<file path="src/rtl/rnn_pkg.sv">
// Shared types, default sizes and arithmetic helpers for the RNN sequencer.
package rnn_pkg;

    localparam int RNN_W    = 16;
    localparam int RNN_IN0  = 2;
    localparam int RNN_H    = 4;
    localparam int RNN_FRAC = 0;

    typedef enum logic [2:0] {
        ST_IDLE,
        ST_ADDR,
        ST_MAC,
        ST_STORE,
        ST_DONE
    } state_t;

    // Index width for the larger of the two vector dimensions, never below 1 bit.
    function automatic int rnn_aw(input int a, input int b);
        int m;
        m = (a > b) ? a : b;
        return (m <= 1) ? 1 : $clog2(m);
    endfunction

    // Clamp a wide signed value into the signed range of a w-bit word.
    function automatic logic signed [63:0] sat_w(input logic signed [63:0] v, input int w);
        logic signed [63:0] hi;
        logic signed [63:0] lo;
        hi = (64'sd1 <<< (w - 1)) - 64'sd1;
        lo = -(64'sd1 <<< (w - 1));
        if (v > hi) begin
            return hi;
        end
        if (v < lo) begin
            return lo;
        end
        return v;
    endfunction

endpackage

</file>
<file path="src/rtl/rnn_seq_ctrl_if.sv">
// Host control, storage read ports and h1 result port of the RNN sequencer.
interface rnn_seq_ctrl_if #(
    parameter int W  = rnn_pkg::RNN_W,
    parameter int AW = rnn_pkg::rnn_aw(rnn_pkg::RNN_IN0, rnn_pkg::RNN_H)
);

    // Control
    logic          start;
    logic          busy;
    logic          done;
    // Weight read port
    logic          w_sel;
    logic [AW-1:0] w_row;
    logic [AW-1:0] w_col;
    logic [W-1:0]  w_data;
    // Input vector read port
    logic [AW-1:0] x_idx;
    logic [W-1:0]  x_data;
    // Result read port
    logic [AW-1:0] h_idx;
    logic [W-1:0]  h_data;
    logic          h_valid;

    // Sequencer side
    modport slave (
        input  start, w_data, x_data, h_idx,
        output busy, done, w_sel, w_row, w_col, x_idx, h_data, h_valid
    );

    // Host and storage side
    modport master (
        output start, w_data, x_data, h_idx,
        input  busy, done, w_sel, w_row, w_col, x_idx, h_data, h_valid
    );

endinterface

</file>
<file path="src/rtl/rnn_mac.sv">
// Signed multiply-accumulate with clear/enable and a shift-and-saturate output.
module rnn_mac
    import rnn_pkg::*;
#(
    parameter int W    = RNN_W,
    parameter int H    = RNN_H,
    parameter int FRAC = RNN_FRAC
) (
    input  logic                clk,
    input  logic                rst_n,
    input  logic                clr,
    input  logic                en,
    input  logic signed [W-1:0] a,
    input  logic signed [W-1:0] b,
    output logic signed [W-1:0] sat_out
);

    // Wide enough for H full-scale products plus sign, so the sum never wraps.
    localparam int ACC_W = 2 * W + $clog2(H) + 1;

    logic signed [2*W-1:0]   prod;
    logic signed [ACC_W-1:0] acc_d;
    logic signed [ACC_W-1:0] acc_q;
    logic signed [ACC_W-1:0] shifted;

    assign prod = a * b;

    // Next accumulator value: clear wins over accumulate.
    always_comb begin
        // NOTE: default assignment first, so no branch leaves acc_d unassigned and no latch is inferred.
        acc_d = acc_q;
        if (clr) begin
            acc_d = '0;
        end else if (en) begin
            acc_d = acc_q + ACC_W'(prod);
        end
    end

    // Accumulator register with synchronous reset.
    always_ff @(posedge clk) begin
        // NOTE: flops are written with <= so every register samples pre-edge values.
        if (!rst_n) begin
            acc_q <= '0;
        end else begin
            acc_q <= acc_d;
        end
    end

    // Scale down by the fractional bits, then clamp into a W-bit word.
    always_comb begin
        shifted = acc_q >>> FRAC;
        sat_out = W'(sat_w(64'(shifted), W));
    end

endmodule

</file>
<file path="src/rtl/rnn_seq_ctrl.sv">
// Two-layer RNN sequencer: walks the shared MAC over x*W0 into h0, then h0*W1 into h1.
module rnn_seq_ctrl
    import rnn_pkg::*;
#(
    parameter int W    = RNN_W,
    parameter int IN0  = RNN_IN0,
    parameter int H    = RNN_H,
    parameter int FRAC = RNN_FRAC
) (
    input  logic          clk,
    input  logic          rst_n,
    rnn_seq_ctrl_if.slave bus
);

    localparam int AW = rnn_aw(IN0, H);
    localparam logic [AW-1:0] LAST_ROW0 = AW'(IN0 - 1);
    localparam logic [AW-1:0] LAST_ROW1 = AW'(H - 1);
    localparam logic [AW-1:0] LAST_COL  = AW'(H - 1);

    state_t        state_d, state_q;
    logic          layer_d, layer_q;
    logic [AW-1:0] row_d, row_q;
    logic [AW-1:0] col_d, col_q;
    logic          busy_d, busy_q;
    logic          done_d, done_q;
    logic          h_valid_d, h_valid_q;
    logic          w_sel_d, w_sel_q;
    logic [AW-1:0] w_row_d, w_row_q;
    logic [AW-1:0] w_col_d, w_col_q;
    logic [AW-1:0] x_idx_d, x_idx_q;
    logic [W-1:0]  op_d, op_q;
    logic [W-1:0]  h0_d [H];
    logic [W-1:0]  h0_q [H];
    logic [W-1:0]  h1_d [H];
    logic [W-1:0]  h1_q [H];

    logic                mac_clr;
    logic                mac_en;
    logic signed [W-1:0] operand;
    logic signed [W-1:0] mac_sat;
    logic [AW-1:0]       last_row;

    // Layer 0 multiplies by the input vector straight from storage; layer 1 by the latched h0 entry.
    assign operand  = layer_q ? op_q : bus.x_data;
    assign last_row = layer_q ? LAST_ROW1 : LAST_ROW0;

    rnn_mac #(
        .W    (W),
        .H    (H),
        .FRAC (FRAC)
    ) u_mac (
        .clk     (clk),
        .rst_n   (rst_n),
        .clr     (mac_clr),
        .en      (mac_en),
        .a       (operand),
        .b       (bus.w_data),
        .sat_out (mac_sat)
    );

    // Sequencer next-state: state, counters, registered outputs and result arrays.
    always_comb begin
        state_d   = state_q;
        layer_d   = layer_q;
        row_d     = row_q;
        col_d     = col_q;
        busy_d    = busy_q;
        done_d    = 1'b0;
        h_valid_d = h_valid_q;
        w_sel_d   = w_sel_q;
        w_row_d   = w_row_q;
        w_col_d   = w_col_q;
        x_idx_d   = x_idx_q;
        op_d      = op_q;
        h0_d      = h0_q;
        h1_d      = h1_q;
        mac_clr   = 1'b0;
        mac_en    = 1'b0;

        unique case (state_q)
            ST_IDLE: begin
                if (bus.start) begin
                    mac_clr   = 1'b1;
                    layer_d   = 1'b0;
                    row_d     = '0;
                    col_d     = '0;
                    h_valid_d = 1'b0;
                    busy_d    = 1'b1;
                    state_d   = ST_ADDR;
                end
            end
            ST_ADDR: begin
                if (layer_q) begin
                    op_d = h0_q[row_q];
                end
                state_d = ST_MAC;
            end
            ST_MAC: begin
                mac_en = 1'b1;
                if (row_q == last_row) begin
                    state_d = ST_STORE;
                end else begin
                    row_d   = row_q + 1'b1;
                    state_d = ST_ADDR;
                end
            end
            ST_STORE: begin
                mac_clr = 1'b1;
                row_d   = '0;
                if (!layer_q) begin
                    h0_d[col_q] = mac_sat;
                end else begin
                    h1_d[col_q] = mac_sat;
                end
                if (col_q != LAST_COL) begin
                    col_d   = col_q + 1'b1;
                    state_d = ST_ADDR;
                end else if (!layer_q) begin
                    layer_d = 1'b1;
                    col_d   = '0;
                    state_d = ST_ADDR;
                end else begin
                    done_d    = 1'b1;
                    h_valid_d = 1'b1;
                    state_d   = ST_DONE;
                end
            end
            ST_DONE: begin
                busy_d  = 1'b0;
                state_d = ST_IDLE;
            end
            default: begin
                state_d = ST_IDLE;
            end
        endcase

        // Addresses are loaded on entry to ADDR, so storage sees them during ADDR and answers in MAC.
        if (state_d == ST_ADDR) begin
            w_sel_d = layer_d;
            w_row_d = row_d;
            w_col_d = col_d;
            x_idx_d = row_d;
        end
    end

    // All sequencer state, including the h0/h1 result arrays.
    always_ff @(posedge clk) begin
        if (!rst_n) begin
            state_q   <= ST_IDLE;
            layer_q   <= 1'b0;
            row_q     <= '0;
            col_q     <= '0;
            busy_q    <= 1'b0;
            done_q    <= 1'b0;
            h_valid_q <= 1'b0;
            w_sel_q   <= 1'b0;
            w_row_q   <= '0;
            w_col_q   <= '0;
            x_idx_q   <= '0;
            op_q      <= '0;
            // NOTE: the result arrays are small flop banks that must read back as zero after reset, so they are reset like any other register.
            h0_q      <= '{default: '0};
            h1_q      <= '{default: '0};
        end else begin
            state_q   <= state_d;
            layer_q   <= layer_d;
            row_q     <= row_d;
            col_q     <= col_d;
            busy_q    <= busy_d;
            done_q    <= done_d;
            h_valid_q <= h_valid_d;
            w_sel_q   <= w_sel_d;
            w_row_q   <= w_row_d;
            w_col_q   <= w_col_d;
            x_idx_q   <= x_idx_d;
            op_q      <= op_d;
            h0_q      <= h0_d;
            h1_q      <= h1_d;
        end
    end

    // Combinational h1 read; indices beyond the hidden size read as zero.
    always_comb begin
        bus.h_data = '0;
        if (int'(bus.h_idx) < H) begin
            bus.h_data = h1_q[bus.h_idx];
        end
    end

    assign bus.busy    = busy_q;
    assign bus.done    = done_q;
    assign bus.h_valid = h_valid_q;
    assign bus.w_sel   = w_sel_q;
    assign bus.w_row   = w_row_q;
    assign bus.w_col   = w_col_q;
    assign bus.x_idx   = x_idx_q;

endmodule

</file>
<file path="src/flat_wrapper.sv">
// flat-port wrapper written by rule: the top's interface ports become plain ports
module rnn_seq_ctrl_flat import rnn_pkg::*;
#(
    parameter int W    = RNN_W,
    parameter int IN0  = RNN_IN0,
    parameter int H    = RNN_H,
    parameter int FRAC = RNN_FRAC
)
  (clk, rst_n, bus_start, bus_w_data, bus_x_data, bus_h_idx, bus_busy, bus_done, bus_w_sel, bus_w_row, bus_w_col, bus_x_idx, bus_h_data, bus_h_valid);
  rnn_seq_ctrl_if #(.W(W), .AW((2))) bus_i ();
  input  logic clk;
  input  logic rst_n;
  input wire logic [$bits(bus_i.start)-1:0] bus_start;
  input wire logic [$bits(bus_i.w_data)-1:0] bus_w_data;
  input wire logic [$bits(bus_i.x_data)-1:0] bus_x_data;
  input wire logic [$bits(bus_i.h_idx)-1:0] bus_h_idx;
  output wire logic [$bits(bus_i.busy)-1:0] bus_busy;
  output wire logic [$bits(bus_i.done)-1:0] bus_done;
  output wire logic [$bits(bus_i.w_sel)-1:0] bus_w_sel;
  output wire logic [$bits(bus_i.w_row)-1:0] bus_w_row;
  output wire logic [$bits(bus_i.w_col)-1:0] bus_w_col;
  output wire logic [$bits(bus_i.x_idx)-1:0] bus_x_idx;
  output wire logic [$bits(bus_i.h_data)-1:0] bus_h_data;
  output wire logic [$bits(bus_i.h_valid)-1:0] bus_h_valid;
  assign bus_i.start = bus_start;
  assign bus_i.w_data = bus_w_data;
  assign bus_i.x_data = bus_x_data;
  assign bus_i.h_idx = bus_h_idx;
  assign bus_busy = bus_i.busy;
  assign bus_done = bus_i.done;
  assign bus_w_sel = bus_i.w_sel;
  assign bus_w_row = bus_i.w_row;
  assign bus_w_col = bus_i.w_col;
  assign bus_x_idx = bus_i.x_idx;
  assign bus_h_data = bus_i.h_data;
  assign bus_h_valid = bus_i.h_valid;
  rnn_seq_ctrl #(.W(W), .IN0(IN0), .H(H), .FRAC(FRAC)) u_core (.clk(clk), .rst_n(rst_n), .bus(bus_i));
endmodule
</file>
<file path="config.mk">
export PLATFORM = sky130hd
export DESIGN_NAME = rnn_seq_ctrl_flat
export DESIGN_NICKNAME = d
export VERILOG_FILES = /design/src/rtl/rnn_pkg.sv /design/src/rtl/rnn_seq_ctrl_if.sv /design/src/rtl/rnn_mac.sv /design/src/rtl/rnn_seq_ctrl.sv /design/src/flat_wrapper.sv
export SDC_FILE = /design/constraint.sdc
export NUM_CORES = 1
export LEC_CHECK = 0
export BUFFER_PORTS_ARGS = -buffer_cell sky130_fd_sc_hd__buf_2
export CELL_PAD_IN_SITES_DETAIL_PLACEMENT = 0
export CELL_PAD_IN_SITES_GLOBAL_PLACEMENT = 1
export CORE_ASPECT_RATIO = 2
export CORE_MARGIN = 2
export CORE_UTILIZATION = 40
export CTS_BUF_LIST = sky130_fd_sc_hd__clkbuf_8 sky130_fd_sc_hd__clkbuf_16
export DETAILED_ROUTE_END_ITERATION = 10
export PLACE_DENSITY_LB_ADDON = 0.1
export SLEW_MARGIN = 20
export SYNTH_ARGS = -nofsm -noshare
export SYNTH_HDL_FRONTEND = slang
export SYNTH_SLANG_ARGS = --single-unit
</file>
<file path="constraint.sdc">
create_clock -name clk -period 10.6 [get_ports clk]
set_input_delay 1.06 -clock clk [delete_from_list [all_inputs] [get_ports clk]]
set_output_delay 1.06 -clock clk [all_outputs]
set_load 0.02 [all_outputs]
</file>
==> results of run 1 <==
[sequential cells by signal (all words and copies together), names as in the netlist]
signal              flops
u_core.bus.x_idx        2
u_core.h1_q            64
u_core.bus.w_sel        1
u_core.bus.busy         1
u_core.bus.h_valid      1
u_core.layer_q          1
u_core.bus.done         1
u_core.h0_q            64
u_core.u_mac.acc_q     35
u_core.bus.w_col        2
u_core.op_q            16
u_core.state_q          3
u_core.col_q            2
u_core.row_q            2
[cell usage after synthesis, types with 7 or more instances]
cell        n
a211oi_1   11
a21boi_0  147
a21o_1     10
a21oi_1    54
and2_1    112
buf_1      15
buf_2       9
clkbuf_1  102
dfxtp_1   195
fa_1      310
ha_1      108
inv_1     380
mux2_2     15
mux4_2     32
nand2_1   337
nand2b_1   10
nand3_1   121
nand4_1    13
nor2_1     75
nor2b_1    20
nor4_1      7
o211ai_1    7
o21ai_0    47
xnor2_1    26
xor2_1     10
[stage by stage]
step / cell area (um2) / util, % / cells
after global routing: 21400 / 43.1 / 2865
after global placement: 20800 / 41.8 / 2833
after detailed placement: 20800 / 41.8 / 2833
final: 21400 / 43.1 / 2866
after floorplan: 20100 / - / 2236
after CTS: 21400 / 43.0 / 2865
[cell usage in the layout (no fill, tap or decap), drive strengths merged, types with 5 or more instances in the layout]
cell type / count
inv: 386
nand2: 337
fa: 310
dfxtp: 195
a21boi: 147
nand3: 121
and2: 112
ha: 108
buf: 76
nor2: 75
a21oi: 55
o21ai: 48
mux4: 32
xnor2: 26
nor2b: 20
clkbuf: 17
mux2: 15
nand4: 13
a211oi: 11
nand2b: 10
a21o: 10
xor2: 10
nor4: 7
o211ai: 7
clkinv: 7
o31ai: 6
a31oi: 5
o21a: 5
nor3: 5
[cell type report]
type                       instances  area, um2  share of cell area (%)
clock buffer                      17        425                    1.98
clock inverter                    15        171                   0.800
tap                              649        812                    3.79
timing repair buffer              76        418                    1.95
sequential                       195       3910                    18.2
multi-input combinational       1533      14300                    66.6
inverter                         380       1430                    6.65
antenna                            1       2.50                  0.0117
[final timing paths]
kind | startpoint | end | slack (ns) | cells after the start
setup / recovery | bus_x_data[15] | u_core.u_mac.acc_q[28]$_SDFFE_PP0P_ | 3.15 | 22
hold / removal | u_core.h0_q[9]$_SDFFE_PN0P_ | u_core.h0_q[9]$_SDFFE_PN0P_ | 0.47 | 2
hold reg to reg | u_core.h0_q[9]$_SDFFE_PN0P_ | u_core.h0_q[9]$_SDFFE_PN0P_ | 0.47 | 2
setup reg to reg | u_core.layer_q$_SDFF_PN0_ | u_core.u_mac.acc_q[27]$_SDFFE_PP0P_ | 3.32 | 22
[kinds of logic after synthesis]
family	share of synthesized area (%)
XOR/XNOR	1.57
adder cells (fa/ha/maj)	37.6
multiplexers	4.58
AO/OA/AOI/OAI	10.9
flip-flops	19.4
AND/OR/NAND/NOR	16.3
buffers and inverters	9.59
[routing by layer]
| metal | track usage, % | wire, um | up-vias |
|---|---|---|---|
| li1 | - | - | 6977 |
| met1 | 22.5 | 19200 | 7597 |
| met2 | 47.7 | 34100 | 250 |
| met3 | 1.60 | 1200 | 97 |
| met4 | 8.67 | 2220 | 0 |
| met5 | 0 | 0 | - |
[worst reg2reg max path, stage by stage, from the launching register on]
cell      delay, ns
dfxtp_1        0.34
buf_4          0.35
mux2_2         0.60
and2_1         0.29
fa_1           0.53
inv_1          0.05
fa_1           0.55
inv_1          0.06
fa_1           0.52
fa_1           0.45
fa_1           0.50
inv_1          0.06
fa_1           0.49
inv_1          0.05
ha_1           0.37
a21oi_1        0.26
o221ai_1       0.14
a21oi_1        0.21
o31ai_2        0.14
a311oi_1       0.71
o31ai_1        0.19
xnor2_1        0.20
a21oi_1        0.09
==> flow_metrics.env, run 1 <==
export IMPL_status="complete, no violations"
export IMPL_ioPinCount=63
export IMPL_rsz0062_at_grt="false"
export IMPL_root_buffer="clkbuf_16"
export IMPL_nets=2658
export IMPL_drtIter0Drc=578
export IMPL_end_kind="register"
export IMPL_synth_area_leaders="fa_1, dfxtp_1, inv_1, ha_1, nand2_1"
export IMPL_dieArea_um2=52100
export IMPL_htreeDepth=4
export IMPL_cts_sinks=195
export IMPL_crit_arrival_ns=7.81
export IMPL_clk_insertion_delay_late_ns=0.45
export IMPL_cts_inserted_buffers=17
export IMPL_synthDistinctLibCells=56
export IMPL_fillers=5005
export IMPL_synthCells=2236
export IMPL_synthArstFlopShare_pct=0
export IMPL_vias=14921
export IMPL_track_usage_pct=22.8
export IMPL_holdBufCountCts=0
export IMPL_crit_top_cell="fa_1"
export IMPL_tightest_slew_ns=1.01
export IMPL_finalWirelength_um=56800
export IMPL_period_minus_slack_ns=7.45
export IMPL_synth_area_leader_cell="fa_1"
export IMPL_post_route_period_util_pct=70.3
export IMPL_first_pass_iters=5
export IMPL_grt_pass1_wl_um=91300
export IMPL_cp_num_buf_inv=6
export IMPL_wire_per_inst_um=19.8
export IMPL_clk_path_buf_depth=2
export IMPL_core_area_um2=49800
export IMPL_yosys_warnings=0
export IMPL_synth_edf_count=0
export IMPL_clock_skew_ns=0.00925
export IMPL_drcViolationCount=0
export IMPL_maxCapViolations=0
export IMPL_die_w_um=162
export IMPL_hold_ws_ns=0.465
export IMPL_vias_per_cell=5.21
export IMPL_ys_seq_area_share_pct=19.4
export IMPL_io_buffers=62
export IMPL_drtAntennaViolNets=0
export IMPL_fp_dieH_um=321
export IMPL_min_path_type="reg2reg"
export IMPL_post_place_ws_ns=2.64
export IMPL_drv_slew=0
export IMPL_tns_ns=0
export IMPL_syn_avg_cell_area_um2=8.98
export IMPL_cts_tree="built"
export IMPL_cp_start_kind="input port"
export IMPL_grt_max_degree=107
export IMPL_path_max_fanout=16
export IMPL_first_global_vias=16400
export IMPL_path_clk_slew_ns=0.08
export IMPL_hpwl_um=46700
export IMPL_finalWorstSetupSlack_ns=3.15
export IMPL_row_count=116
export IMPL_slew_headroom_pct=32.6
export IMPL_place_congestion=0.869
export IMPL_initial_core_util_pct=40.3
export IMPL_slowest_stage="fa_1"
export IMPL_crit_family="adder cells"
export IMPL_crit_path_cell_trace="buf_2 -> mux2_2 -> nand2_1 -> inv_1 -> fa_1 -> inv_1 -> fa_1 -> fa_1 -> inv_1 -> fa_1 -> fa_1 -> inv_1 -> fa_1 -> inv_1 -> ha_1 -> nand4_1 -> or3_1 -> o22ai_1 -> a211oi_1 -> o31a_1 -> or4_1 -> a31oi_1"
export IMPL_drive_above_1_share_pct=7.76
export IMPL_final_setup_viol_count=0
export IMPL_postCtsResizedCells=0
export IMPL_area_growth_pct=6.75
export IMPL_slowest_delay_ns=0.68
export IMPL_max_freq_mhz=134
export IMPL_syn_cell_area_um2=20100
export IMPL_critPathKind="in2reg"
export IMPL_grt_overflow=0
export IMPL_cts_setup_buffers=0
export IMPL_finalHoldViolCount=0
export IMPL_synth_fp_nets=2691
export IMPL_ys_ff_latch=195
export IMPL_grt_antenna_before_repair=1
export IMPL_synth_top_cell_area_share_pct=30.9
export IMPL_synthFlopType="dfxtp_1"
export IMPL_required_ns=10.96
Power of run 1 is left out: the tool's default activity adds up to more than one toggle a clock period on the data nets, which glitch-free logic cannot reach.
==> run 2, diff against run 1 <==
- ABC_AREA: not set -> 1
- clock period: 10.6 -> 6.4 ns (I/O delays scaled with it)
==> flow_metrics.env, run 2 <==
export IMPL_ioPinCount=63
export IMPL_htreeDepth=4
export IMPL_cts_sinks=195
export IMPL_grt_antenna_before_repair=0
export IMPL_r2r_end="u_core.u_mac.acc_q[31]$_SDFFE_PP0P_"
export IMPL_clock_skew_ns=0.0150
export IMPL_cts_tree="built"
export IMPL_tns_ns=0
export IMPL_period_minus_slack_ns=6.15
export IMPL_synth_edf_count=0
export IMPL_crit_arrival_ns=6.49
export IMPL_whs_endpoint="u_core.bus.h_valid$_SDFFE_PN0P_"
export IMPL_drv_slew=0
export IMPL_cts_inserted_buffers=17
export IMPL_tightest_slew_ns=1.09
export IMPL_synth_top_cell_area_share_pct=29.0
export IMPL_dieArea_um2=55600
export IMPL_finalWirelength_um=76200
export IMPL_required_ns=6.75
export IMPL_seq_area_um2=3910
export IMPL_initial_core_util_pct=40.2
export IMPL_path_clk_slew_ns=0.07
export IMPL_first_global_vias=20563
export IMPL_crit_top_cell="inv_1"
export IMPL_ys_ff_latch=195
export IMPL_drtIter0Drc=935
export IMPL_finalWorstSetupSlack_ns=0.255
export IMPL_critPathKind="reg2reg"
export IMPL_min_path_type="reg2reg"
export IMPL_vias=19156
export IMPL_hpwl_um=62900
export IMPL_rsz0062_at_grt="true"
export IMPL_vias_per_cell=5.05
export IMPL_synthArstFlopShare_pct=0
export IMPL_synth_area_leaders="fa_1, dfxtp_1, inv_1, nand2_1, nor2_1"
export IMPL_place_congestion=0.936
export IMPL_regToRegSetupSlack_ns=0.25
export IMPL_reg2reg_from="u_core.layer_q$_SDFF_PN0_"
export IMPL_grt_overflow=0
export IMPL_post_place_ws_ns=-0.493
export IMPL_synthFlopType="dfxtp_1"
export IMPL_synth_area_leader_cell="fa_1"
export IMPL_nets=3570
export IMPL_ys_seq_area_share_pct=18.2
export IMPL_num_antenna_cells=0
export IMPL_first_pass_iters=5
export IMPL_slew_headroom_pct=27.5
export IMPL_fillers=5516
export IMPL_end_kind="register"
export IMPL_drtAntennaViolNets=0
export IMPL_synth_fp_nets=3397
export IMPL_drcViolationCount=0
export IMPL_die_w_um=168
export IMPL_min_path_cells=2
export IMPL_path_max_fanout=7
export IMPL_fp_dieH_um=331
export IMPL_finalHoldViolCount=0
export IMPL_placed_area_um2=23700
export IMPL_max_freq_mhz=163
export IMPL_area_growth_pct=15.1
export IMPL_clk_insertion_delay_late_ns=0.46
export IMPL_row_count=120
export IMPL_final_setup_viol_count=0
export IMPL_maxCapViolations=0
export IMPL_syn_cell_area_um2=21400
export IMPL_ys_top_cells_by_count="inv_1, nand2_1, nor2_1, fa_1, dfxtp_1"
export IMPL_grt_max_degree=84
export IMPL_final_common_cell="inv_1"
export IMPL_core_area_um2=53300
export IMPL_io_buffers=62
export IMPL_yosysMostFrequentCell="inv_1"
export IMPL_clk_path_buf_depth=2
export IMPL_reg_top3="u_core.h0_q: 64 flops, u_core.h1_q: 64 flops, u_core.u_mac.acc_q: 35 flops"
export IMPL_syn_avg_cell_area_um2=7.29
export IMPL_root_buffer="clkbuf_16"
export IMPL_r2r_cells=29
export IMPL_slowest_delay_ns=0.63
export IMPL_hold_ws_ns=0.466
export IMPL_track_usage_pct=28.3
export IMPL_drive_above_1_share_pct=13.9
export IMPL_hold_start="u_core.bus.h_valid$_SDFFE_PN0P_"
export IMPL_synthDistinctLibCells=41
export IMPL_status="complete, no violations"
export IMPL_cp_start_kind="register"
export IMPL_stdcell_area_um2=24700
export IMPL_synthCells=2942
export IMPL_final_cell_mix="inv_1, nand2_1, nor2_1"
export IMPL_grt_pass1_wl_um=118000
export IMPL_post_route_period_util_pct=96.0
export IMPL_multi_input_area_um2=14700
export IMPL_wire_per_inst_um=20.1
export IMPL_yosys_warnings=0
export IMPL_slowest_stage="fa_2"
run 2: worst max-delay path: cells and delay by family, from the launching register on:
family | cells | cell delay, ns
and+or+nand+nor | 12 | 1.23
DFF | 1 | 0.32
buffers and inverters | 10 | 0.86
adders and majority gates | 7 | 3.64
run 2: stage by stage:
stage          std cells  utilization (%)
2_1_floorplan       2942                -
3_3_place_gp        3763             44.4
3_5_place_dp        3763             44.4
4_1_cts             3794             45.6
5_1_grt             3797             46.3
6_report            3797             46.3
run 2: how the worst max path moves through the flow:
stage / startpoint / end / cells past startpoint
global route: u_core.layer_q$_SDFF_PN0_ / u_core.u_mac.acc_q[31]$_SDFFE_PP0P_ / 29
floorplan: bus_x_data[15] / u_core.u_mac.acc_q[30]$_SDFFE_PP0P_ / 27
CTS: u_core.layer_q$_SDFF_PN0_ / u_core.u_mac.acc_q[24]$_SDFFE_PP0P_ / 25
global placement: bus_x_data[12] / u_core.u_mac.acc_q[34]$_SDFFE_PP0P_ / 28
detailed placement: bus_x_data[13] / u_core.u_mac.acc_q[34]$_SDFFE_PP0P_ / 27
finish: u_core.layer_q$_SDFF_PN0_ / u_core.u_mac.acc_q[31]$_SDFFE_PP0P_ / 29
run 2: routing by layer:
layer | routed length, um | GRT usage (%) | vias up | share of wire (%)
li1 | - | - | 9106 | -
met1 | 24700 | 26.6 | 9338 | 32
met2 | 42400 | 55.7 | 493 | 56
met3 | 2220 | 2.73 | 219 | 2.9
met4 | 6870 | 20.9 | 0 | 9.0
met5 | 0 | 0 | - | 0
run 2: area by class of cell:
cell class              instances  share of cell area, %
repair buffers                264                   7.87
multi-input cells            1912                   59.6
inverters                     725                   11.1
clock inverters                13                  0.553
clock buffers                  17                   1.72
well taps                     671                   3.40
flip-flops and latches        195                   15.8
run 2: logic make-up after synthesis:
kind of cell / share of synthesized area (%)
xor+xnor: 0.531
compound gates: 8.23
fa+ha+maj: 35.3
buf+inv: 15.0
flops: 18.2
simple gates: 22.8
run 2: what timing repair did:
item / 4_1_cts / 5_1_grt
hold buffers: 0 / 0
pin swaps: 1 / 16
setup endpoints to repair: 10 / 21
resized for setup: 11 / 98
buffers inserted: 1 / 3
hold endpoints to repair: 0 / 0
Power of run 2 is left out for the same reason.
